**config.mk**
```make
export PLATFORM = sky130hd
export DESIGN_NAME = fetch_align_buffer_flat
export DESIGN_NICKNAME = d
export VERILOG_FILES = /design/src/rtl/fetch_align_if.sv /design/src/rtl/fetch_align_buffer.sv /design/src/flat_wrapper.sv
export SDC_FILE = /design/constraint.sdc
export NUM_CORES = 1
export LEC_CHECK = 0
export ABC_AREA = 1
export BUFFER_PORTS_ARGS = -buffer_cell sky130_fd_sc_hd__buf_4
export CAP_MARGIN = 20
export CORE_ASPECT_RATIO = 0.5
export CORE_MARGIN = 4
export CORE_UTILIZATION = 60
export DETAILED_ROUTE_END_ITERATION = 7
export HOLD_SLACK_MARGIN = 0.15
export PLACE_DENSITY = 0.91
export REMOVE_ABC_BUFFERS = 1
export SYNTH_ARGS = -nofsm -noshare
export SYNTH_HDL_FRONTEND = slang
export SYNTH_SLANG_ARGS = --single-unit
```
**constraint.sdc**
```tcl
create_clock -name clk -period 4.2 [get_ports clk]
set_clock_uncertainty 0.2 [all_clocks]
set_input_delay 0.42 -clock clk [delete_from_list [all_inputs] [get_ports clk]]
set_output_delay 0.42 -clock clk [all_outputs]
set_load 0.01 [all_outputs]
```
**src/rtl/fetch_align_if.sv**
```systemverilog
// =====================================================================
// fetch_align_if : I-cache, redirect and IF/ID issue signals of the fetch buffer
// Revision: 1.0
// =====================================================================
`default_nettype none

interface fetch_align_if;
  logic        icache_ren;
  logic [29:0] icache_addr;
  logic        icache_stall;
  logic [31:0] icache_rdata;
  logic        redirect_valid;
  logic [31:0] redirect_pc;
  logic        instr_valid;
  logic        instr_ready;
  logic [31:0] instr;
  logic [31:0] instr_pc;
  logic        instr_compressed;

  modport master (
    output icache_ren, icache_addr,
    input  icache_stall, icache_rdata,
    input  redirect_valid, redirect_pc,
    output instr_valid,
    input  instr_ready,
    output instr, instr_pc, instr_compressed
  );

  modport slave (
    input  icache_ren, icache_addr,
    output icache_stall, icache_rdata,
    output redirect_valid, redirect_pc,
    input  instr_valid,
    output instr_ready,
    input  instr, instr_pc, instr_compressed
  );
endinterface

`default_nettype wire

```
**src/rtl/fetch_align_buffer.sv**
```systemverilog
// =====================================================================
// fetch_align_buffer : halfword queue that aligns RV32IC instructions from
// 32-bit I-cache words. Macro FETCH_ALIGN_PERF_EN adds perf counters.
// Revision: 1.0
// =====================================================================
`default_nettype none

module fetch_align_buffer #(
  parameter int unsigned DEPTH    = 8,
  parameter logic [31:0] RESET_PC = 32'h0000_0000
) (
  input  logic                     clk,
  input  logic                     rst_n,
  fetch_align_if.master            bus,
  output logic [$clog2(DEPTH):0]   count_o
`ifdef FETCH_ALIGN_PERF_EN
  ,
  output logic [31:0]              perf_starve_o,
  output logic [31:0]              perf_redirect_o
`endif
);

  localparam int unsigned      PTR_W     = $clog2(DEPTH);
  localparam int unsigned      CNT_W     = PTR_W + 1;
  localparam logic [CNT_W-1:0] CNT_DEPTH = CNT_W'(DEPTH);
  localparam logic [CNT_W-1:0] CNT_ONE   = CNT_W'(1);
  localparam logic [CNT_W-1:0] CNT_TWO   = CNT_W'(2);

  // DEPTH need not be a power of two, so pointer wrap is explicit.
  function automatic logic [PTR_W-1:0] ptr_add(input logic [PTR_W-1:0] p,
                                               input logic [1:0]       n);
    logic [PTR_W:0] s;
    s = {1'b0, p} + {{(PTR_W-1){1'b0}}, n};
    if (s >= (PTR_W+1)'(DEPTH)) s = s - (PTR_W+1)'(DEPTH);
    return s[PTR_W-1:0];
  endfunction

  logic [15:0]      buf_q [DEPTH];
  logic [PTR_W-1:0] rd_ptr_q, rd_ptr_d, wr_ptr_q, wr_ptr_d;
  logic [PTR_W-1:0] rd_nxt, wr_nxt;
  logic [CNT_W-1:0] count_q, count_d, free_slots, push_n, pop_n;
  logic [29:0]      fetch_pc_q, fetch_pc_d;
  logic [31:0]      issue_pc_q, issue_pc_d;
  logic             skip_low_q, skip_low_d;
  logic [31:0]      instr_q, instr_pc_q;
  logic [15:0]      hw0, hw1, lo_hw, hi_hw;
  logic [31:0]      head_instr;
  logic             head_is32, head_valid;
  logic             fetch_req, fetch_fire, pop;

  always_comb begin
    rd_nxt     = ptr_add(rd_ptr_q, 2'd1);
    wr_nxt     = ptr_add(wr_ptr_q, 2'd1);
    hw0        = buf_q[rd_ptr_q];
    hw1        = buf_q[rd_nxt];
    head_is32  = (hw0[1:0] == 2'b11);
    head_instr = head_is32 ? {hw1, hw0} : {16'h0000, hw0};
    head_valid = rst_n && (head_is32 ? (count_q >= CNT_TWO) : (count_q >= CNT_ONE));
    free_slots = CNT_DEPTH - count_q;
    fetch_req  = rst_n && !bus.redirect_valid &&
                 ((free_slots >= CNT_TWO) || (skip_low_q && (free_slots >= CNT_ONE)));
    fetch_fire = fetch_req && !bus.icache_stall;
    pop        = head_valid && bus.instr_ready && !bus.redirect_valid;
    // Cache returns bytes big-endian; swap so low halfword sits at the word address.
    lo_hw      = {bus.icache_rdata[23:16], bus.icache_rdata[31:24]};
    hi_hw      = {bus.icache_rdata[7:0],   bus.icache_rdata[15:8]};
    push_n     = !fetch_fire ? '0 : (skip_low_q ? CNT_ONE : CNT_TWO);
    pop_n      = !pop        ? '0 : (head_is32  ? CNT_TWO : CNT_ONE);
  end

  always_comb begin
    count_d    = count_q;
    rd_ptr_d   = rd_ptr_q;
    wr_ptr_d   = wr_ptr_q;
    fetch_pc_d = fetch_pc_q;
    issue_pc_d = issue_pc_q;
    skip_low_d = skip_low_q;
    if (bus.redirect_valid) begin
      count_d    = '0;
      rd_ptr_d   = '0;
      wr_ptr_d   = '0;
      fetch_pc_d = bus.redirect_pc[31:2];
      issue_pc_d = bus.redirect_pc & 32'hFFFF_FFFE;
      skip_low_d = bus.redirect_pc[1];
    end else begin
      count_d = count_q + push_n - pop_n;
      if (fetch_fire) begin
        fetch_pc_d = fetch_pc_q + 30'd1;
        skip_low_d = 1'b0;
        wr_ptr_d   = skip_low_q ? wr_nxt : ptr_add(wr_ptr_q, 2'd2);
      end
      if (pop) begin
        rd_ptr_d   = ptr_add(rd_ptr_q, head_is32 ? 2'd2 : 2'd1);
        issue_pc_d = issue_pc_q + (head_is32 ? 32'd4 : 32'd2);
      end
    end
  end

  always_ff @(posedge clk) begin
    if (!rst_n) begin
      count_q    <= '0;
      rd_ptr_q   <= '0;
      wr_ptr_q   <= '0;
      fetch_pc_q <= RESET_PC[31:2];
      issue_pc_q <= RESET_PC;
      skip_low_q <= RESET_PC[1];
    end else begin
      count_q    <= count_d;
      rd_ptr_q   <= rd_ptr_d;
      wr_ptr_q   <= wr_ptr_d;
      fetch_pc_q <= fetch_pc_d;
      issue_pc_q <= issue_pc_d;
      skip_low_q <= skip_low_d;
    end
  end

  // Storage needs no reset: count_q alone decides which slots are live.
  always_ff @(posedge clk) begin
    if (fetch_fire) begin
      if (skip_low_q) begin
        buf_q[wr_ptr_q] <= hi_hw;
      end else begin
        buf_q[wr_ptr_q] <= lo_hw;
        buf_q[wr_nxt]   <= hi_hw;
      end
    end
  end

  always_ff @(posedge clk) begin
    if (!rst_n) begin
      instr_q    <= 32'h0000_0000;
      instr_pc_q <= RESET_PC;
    end else if (head_valid) begin
      instr_q    <= head_instr;
      instr_pc_q <= issue_pc_q;
    end
  end

  assign bus.icache_ren       = fetch_req;
  assign bus.icache_addr      = fetch_pc_q;
  assign bus.instr_valid      = head_valid;
  assign bus.instr            = head_valid ? head_instr : instr_q;
  assign bus.instr_pc         = head_valid ? issue_pc_q : instr_pc_q;
  assign bus.instr_compressed = (bus.instr[1:0] != 2'b11);
  assign count_o              = count_q;

`ifdef FETCH_ALIGN_PERF_EN
  logic [31:0] perf_starve_q, perf_redirect_q;

  always_ff @(posedge clk) begin
    if (!rst_n) begin
      perf_starve_q   <= '0;
      perf_redirect_q <= '0;
    end else begin
      if (bus.instr_ready && !head_valid) perf_starve_q <= perf_starve_q + 32'd1;
      if (bus.redirect_valid)             perf_redirect_q <= perf_redirect_q + 32'd1;
    end
  end

  assign perf_starve_o   = perf_starve_q;
  assign perf_redirect_o = perf_redirect_q;
`endif

endmodule

`default_nettype wire
```
**src/flat_wrapper.sv**
```systemverilog
// flat-port wrapper written by rule: the top's interface ports become plain ports
module fetch_align_buffer_flat 
#(
  parameter int unsigned DEPTH    = 8,
  parameter logic [31:0] RESET_PC = 32'h0000_0000
)
  (clk, rst_n, count_o, bus_icache_ren, bus_icache_addr, bus_icache_stall, bus_icache_rdata, bus_redirect_valid, bus_redirect_pc, bus_instr_valid, bus_instr_ready, bus_instr, bus_instr_pc, bus_instr_compressed);
  fetch_align_if bus_i ();
  input  logic clk;
  input  logic rst_n;
  output logic [$clog2(DEPTH):0] count_o;
  output wire logic [$bits(bus_i.icache_ren)-1:0] bus_icache_ren;
  output wire logic [$bits(bus_i.icache_addr)-1:0] bus_icache_addr;
  input wire logic [$bits(bus_i.icache_stall)-1:0] bus_icache_stall;
  input wire logic [$bits(bus_i.icache_rdata)-1:0] bus_icache_rdata;
  input wire logic [$bits(bus_i.redirect_valid)-1:0] bus_redirect_valid;
  input wire logic [$bits(bus_i.redirect_pc)-1:0] bus_redirect_pc;
  output wire logic [$bits(bus_i.instr_valid)-1:0] bus_instr_valid;
  input wire logic [$bits(bus_i.instr_ready)-1:0] bus_instr_ready;
  output wire logic [$bits(bus_i.instr)-1:0] bus_instr;
  output wire logic [$bits(bus_i.instr_pc)-1:0] bus_instr_pc;
  output wire logic [$bits(bus_i.instr_compressed)-1:0] bus_instr_compressed;
  assign bus_icache_ren = bus_i.icache_ren;
  assign bus_icache_addr = bus_i.icache_addr;
  assign bus_i.icache_stall = bus_icache_stall;
  assign bus_i.icache_rdata = bus_icache_rdata;
  assign bus_i.redirect_valid = bus_redirect_valid;
  assign bus_i.redirect_pc = bus_redirect_pc;
  assign bus_instr_valid = bus_i.instr_valid;
  assign bus_i.instr_ready = bus_instr_ready;
  assign bus_instr = bus_i.instr;
  assign bus_instr_pc = bus_i.instr_pc;
  assign bus_instr_compressed = bus_i.instr_compressed;
  fetch_align_buffer #(.DEPTH(DEPTH), .RESET_PC(RESET_PC)) u_core (.clk(clk), .rst_n(rst_n), .bus(bus_i), .count_o(count_o));
endmodule
```
==> results.tsv <==
metric	value	unit
Switch Pwr	0.00202	W
share of the synthesized area in the top cell type	23.7	%
die height	124	um
Ports	170	
Iter 0 DRT Violations	2247	
clk buf depth	3	
row count	42	
mapped cell area	0.0162	sq mm
post-route minimum period	4010	ps
largest net degree at the start of global routing	125	
root buffer cell	clkbuf_16	
core area	0.0265	sq mm
setup TNS	0	ps
Power Density	355	mW/mm^2
Nets	2442	
Post-route DRC	0	
critical path class	reg2out	
CP arrival	3390	ps
GRT Overall Usage	31.9	%
fmax	249	MHz
Switching Fraction	30.2	%
cts bufs inserted	24	
most frequent CP cell	nor2_1	
WL final	50100	um
Yosys top cell by area	edfxtp_1	
Post-DRT Antenna Nets	0	
largest cells by area after synthesis	edfxtp_1 (24%), dfxtp_1 (17%), nand2_1 (14%)	
Syn-to-layout area delta	16.2	%
clk sinks	267	
Mapped Cells	2213	
clock latency on the worst-skew pair	540	ps
RSZ-0062 raised after global routing	no	
Slew Limit Headroom	34.1	%
Pre-antenna DRT Iters	8	
die area	0.0299	sq mm
Place WS	572	ps
status	finished, final reports clean	
layout cells sized above 1	13.5	%
gp weighted congestion	0.956	
leak pwr	7.78	nW
Clk pwr share	33.2	%
period utilization	95.6	%
Crit path required time	3580	ps
Worst-path clk slew	70	ps
Unique masters post-synth	45	
die width	241	um
vias	16300	
fill count	1942	
met3 WL	5310	um
Max Slew Vio Count	0	
top sig layer	met4	
worst hold slack	167	ps
Cell Int Power	0.00468	W
max cap viols	0	
Seq/Total Area, Yosys	40.8	%
vias in the first global route	15400	
CTS tree	built	
worst path cell trace	inv_2 > nand3_1 > nand2_1 > nor2_1 > nor2_1 > nor2_4 > buf_12 > a21oi_1 > buf_4	
Avg Inst Size Synth	7.34	sq um
part of the power in registers	44.4	%
Syn. warnings	0	
IO Port Bufs	168	
CP peak stage delay	660	ps
Power Total	0.00670	W
DR WL/cell	18.4	um
Critical Path End Type	primary output	
worst-path maximum fanout	124	
M1 WL	18600	um
worst vdd ir	0.260	mV
routed wl met2	23300	um
CP startpoint kind	register	
H-Tree Depth	1	
first-pass GRT wire length	77700	um
Tightest Hold Check Type	in2reg	
final worst slack	185	ps
#FFs+latches synth	267	
logic gate share of total power	22.4	%
initial antenna violation count	0	
cell type of the slowest stage on the worst timing path	dfxtp_1	
average via count per standard cell	5.98	
starting density of the core	61.2	%
slew at the pin with the worst max-slew slack	989	ps
post-DP HPWL	31400	um
final hold vios	0	
Overflow after GRT	0	
final setup vio count	0	
==> Yosys cell counts, drive strengths merged <==
master	instances
a211oi	62
a21oi	146
a22o	15
a31oi	16
a32oi	13
and2	2
and3	1
buf	68
clkbuf	77
dfxtp	139
edfxtp	128
fa	4
ha	20
inv	280
nand2	625
nand2b	1
nand3	86
nand3b	1
nand4	9
nor2	142
nor3	33
nor3b	1
nor4	2
o211ai	21
o21ai	235
o221ai	28
o22ai	4
o32ai	4
or2	2
xnor2	9
xor2	39
==> logic make-up after synthesis <==
group,count (synthesis),synth area share (%)
AOI/OAI and AO/OA,544,20.5
and+or+nand+nor,905,23.1
buffers and inverters,425,11.0
adders and majority gates,24,2.03
xor gates and xnor gates,48,2.59
DFF,267,40.8
==> final timing paths <==
kind                                 startpoint                                  to  slack, ps  cells past startpoint
max                                    register                        bus_instr[2]        190                      9
min                                       rst_n                            register        170                      5
max reg2reg                            register  u_core.issue_pc_q[29]$_SDFFE_PN0P_        380                     18
min reg2reg  u_core.issue_pc_q[17]$_SDFFE_PN0P_  u_core.issue_pc_q[17]$_SDFFE_PN0P_        300                      2
==> per-layer routing <==
metal / vias to the layer above / GRT usage [%]
met5: - / 0
met4: 0 / 16.5
met3: 252 / 5.27
met2: 1065 / 54.0
met1: 7359 / 39.4
li1: 7598 / -
==> metrics by stage <==
stage	std cells	utilization [%]	cell area, sq um
2_1_floorplan	2068	-	15500
3_3_place_gp	2626	66.3	17600
3_5_place_dp	2626	66.3	17600
4_1_cts	2719	71.1	18900
5_1_grt	2719	71.1	18900
6_report	2720	71.1	18900
==> worst max-delay path, delay by kind of cell (launching register included) <==
| family | cells | cell delay, ps |
|---|---|---|
| AO/OA/AOI/OAI | 1 | 240 |
| flip-flops | 1 | 660 |
| buffers and inverters | 3 | 1050 |
| AND/OR/NAND/NOR | 5 | 870 |
==> repair_timing <==
item | CTS | global route
setup buffers | 0 | 0
hold buffers | 49 | 0
setup endpoints to repair | 0 | 26
resized for setup | 0 | 1
endpoints found under the hold margin | 182 | 0
==> power groups by stage <==
stage	clock, W	sequential, W	combinational, W
3_3_place_gp	0	0.00302	0.00139
6_report	0.00223	0.00297	0.00150
3_5_place_dp	0	0.00303	0.00143
2_1_floorplan	0	0.00302	0.000831
4_1_cts	0.00223	0.00297	0.00148
5_1_grt	0.00234	0.00298	0.00165
==> sequential cells by signal (all words and copies together), names as in the netlist, named ones only <==
name,cells
u_core.buf_q,128
u_core.instr_pc_q,32
u_core.instr_q,32
u_core.issue_pc_q,31
u_core.bus.icache_addr,30
u_core.count_o,4
u_core.rd_ptr_q,3
u_core.wr_ptr_q,3
u_core.skip_low_q,1
==> layout make-up <==
type,count,area (sq um),area share [%]
Antenna cell,1,2.50,0.0133
Clock inverter,13,103,0.543
Inverter,280,1050,5.58
Clock buffer,31,678,3.59
Multi-Input combinational cell,1521,7900,41.8
Timing Repair Buffer,255,2080,11.0
Tap cell,352,440,2.33
Sequential cell,267,6630,35.1
==> layout by cell type, fill, tap and decap left out, types with 3 or more instances in the layout <==
cell type and n:
clkbuf_1 3, a31oi_1 16, dlygate4sd3_1 49, o221ai_1 28
inv_1 272, clkbuf_8 3, o21ai_0 204, a211oi_2 29
a22o_1 15, a211oi_1 33, o21ai_1 29, clkbuf_16 25
nand2_1 620, a21oi_1 146, ha_1 20, nor2_4 10
fa_1 4, xnor2_1 8, clkinv_2 8, inv_2 6
nand3_1 82, nor3_1 33, dfxtp_1 137, nand3_2 4
nand2_4 3, nand4_1 8, buf_4 202, o22ai_2 4
o211ai_1 21, edfxtp_1 128, nor2_1 131, a32oi_1 13
buf_12 3, xor2_1 39, o32ai_2 4
No activity file was read; power rests on OpenSTA's default activity.
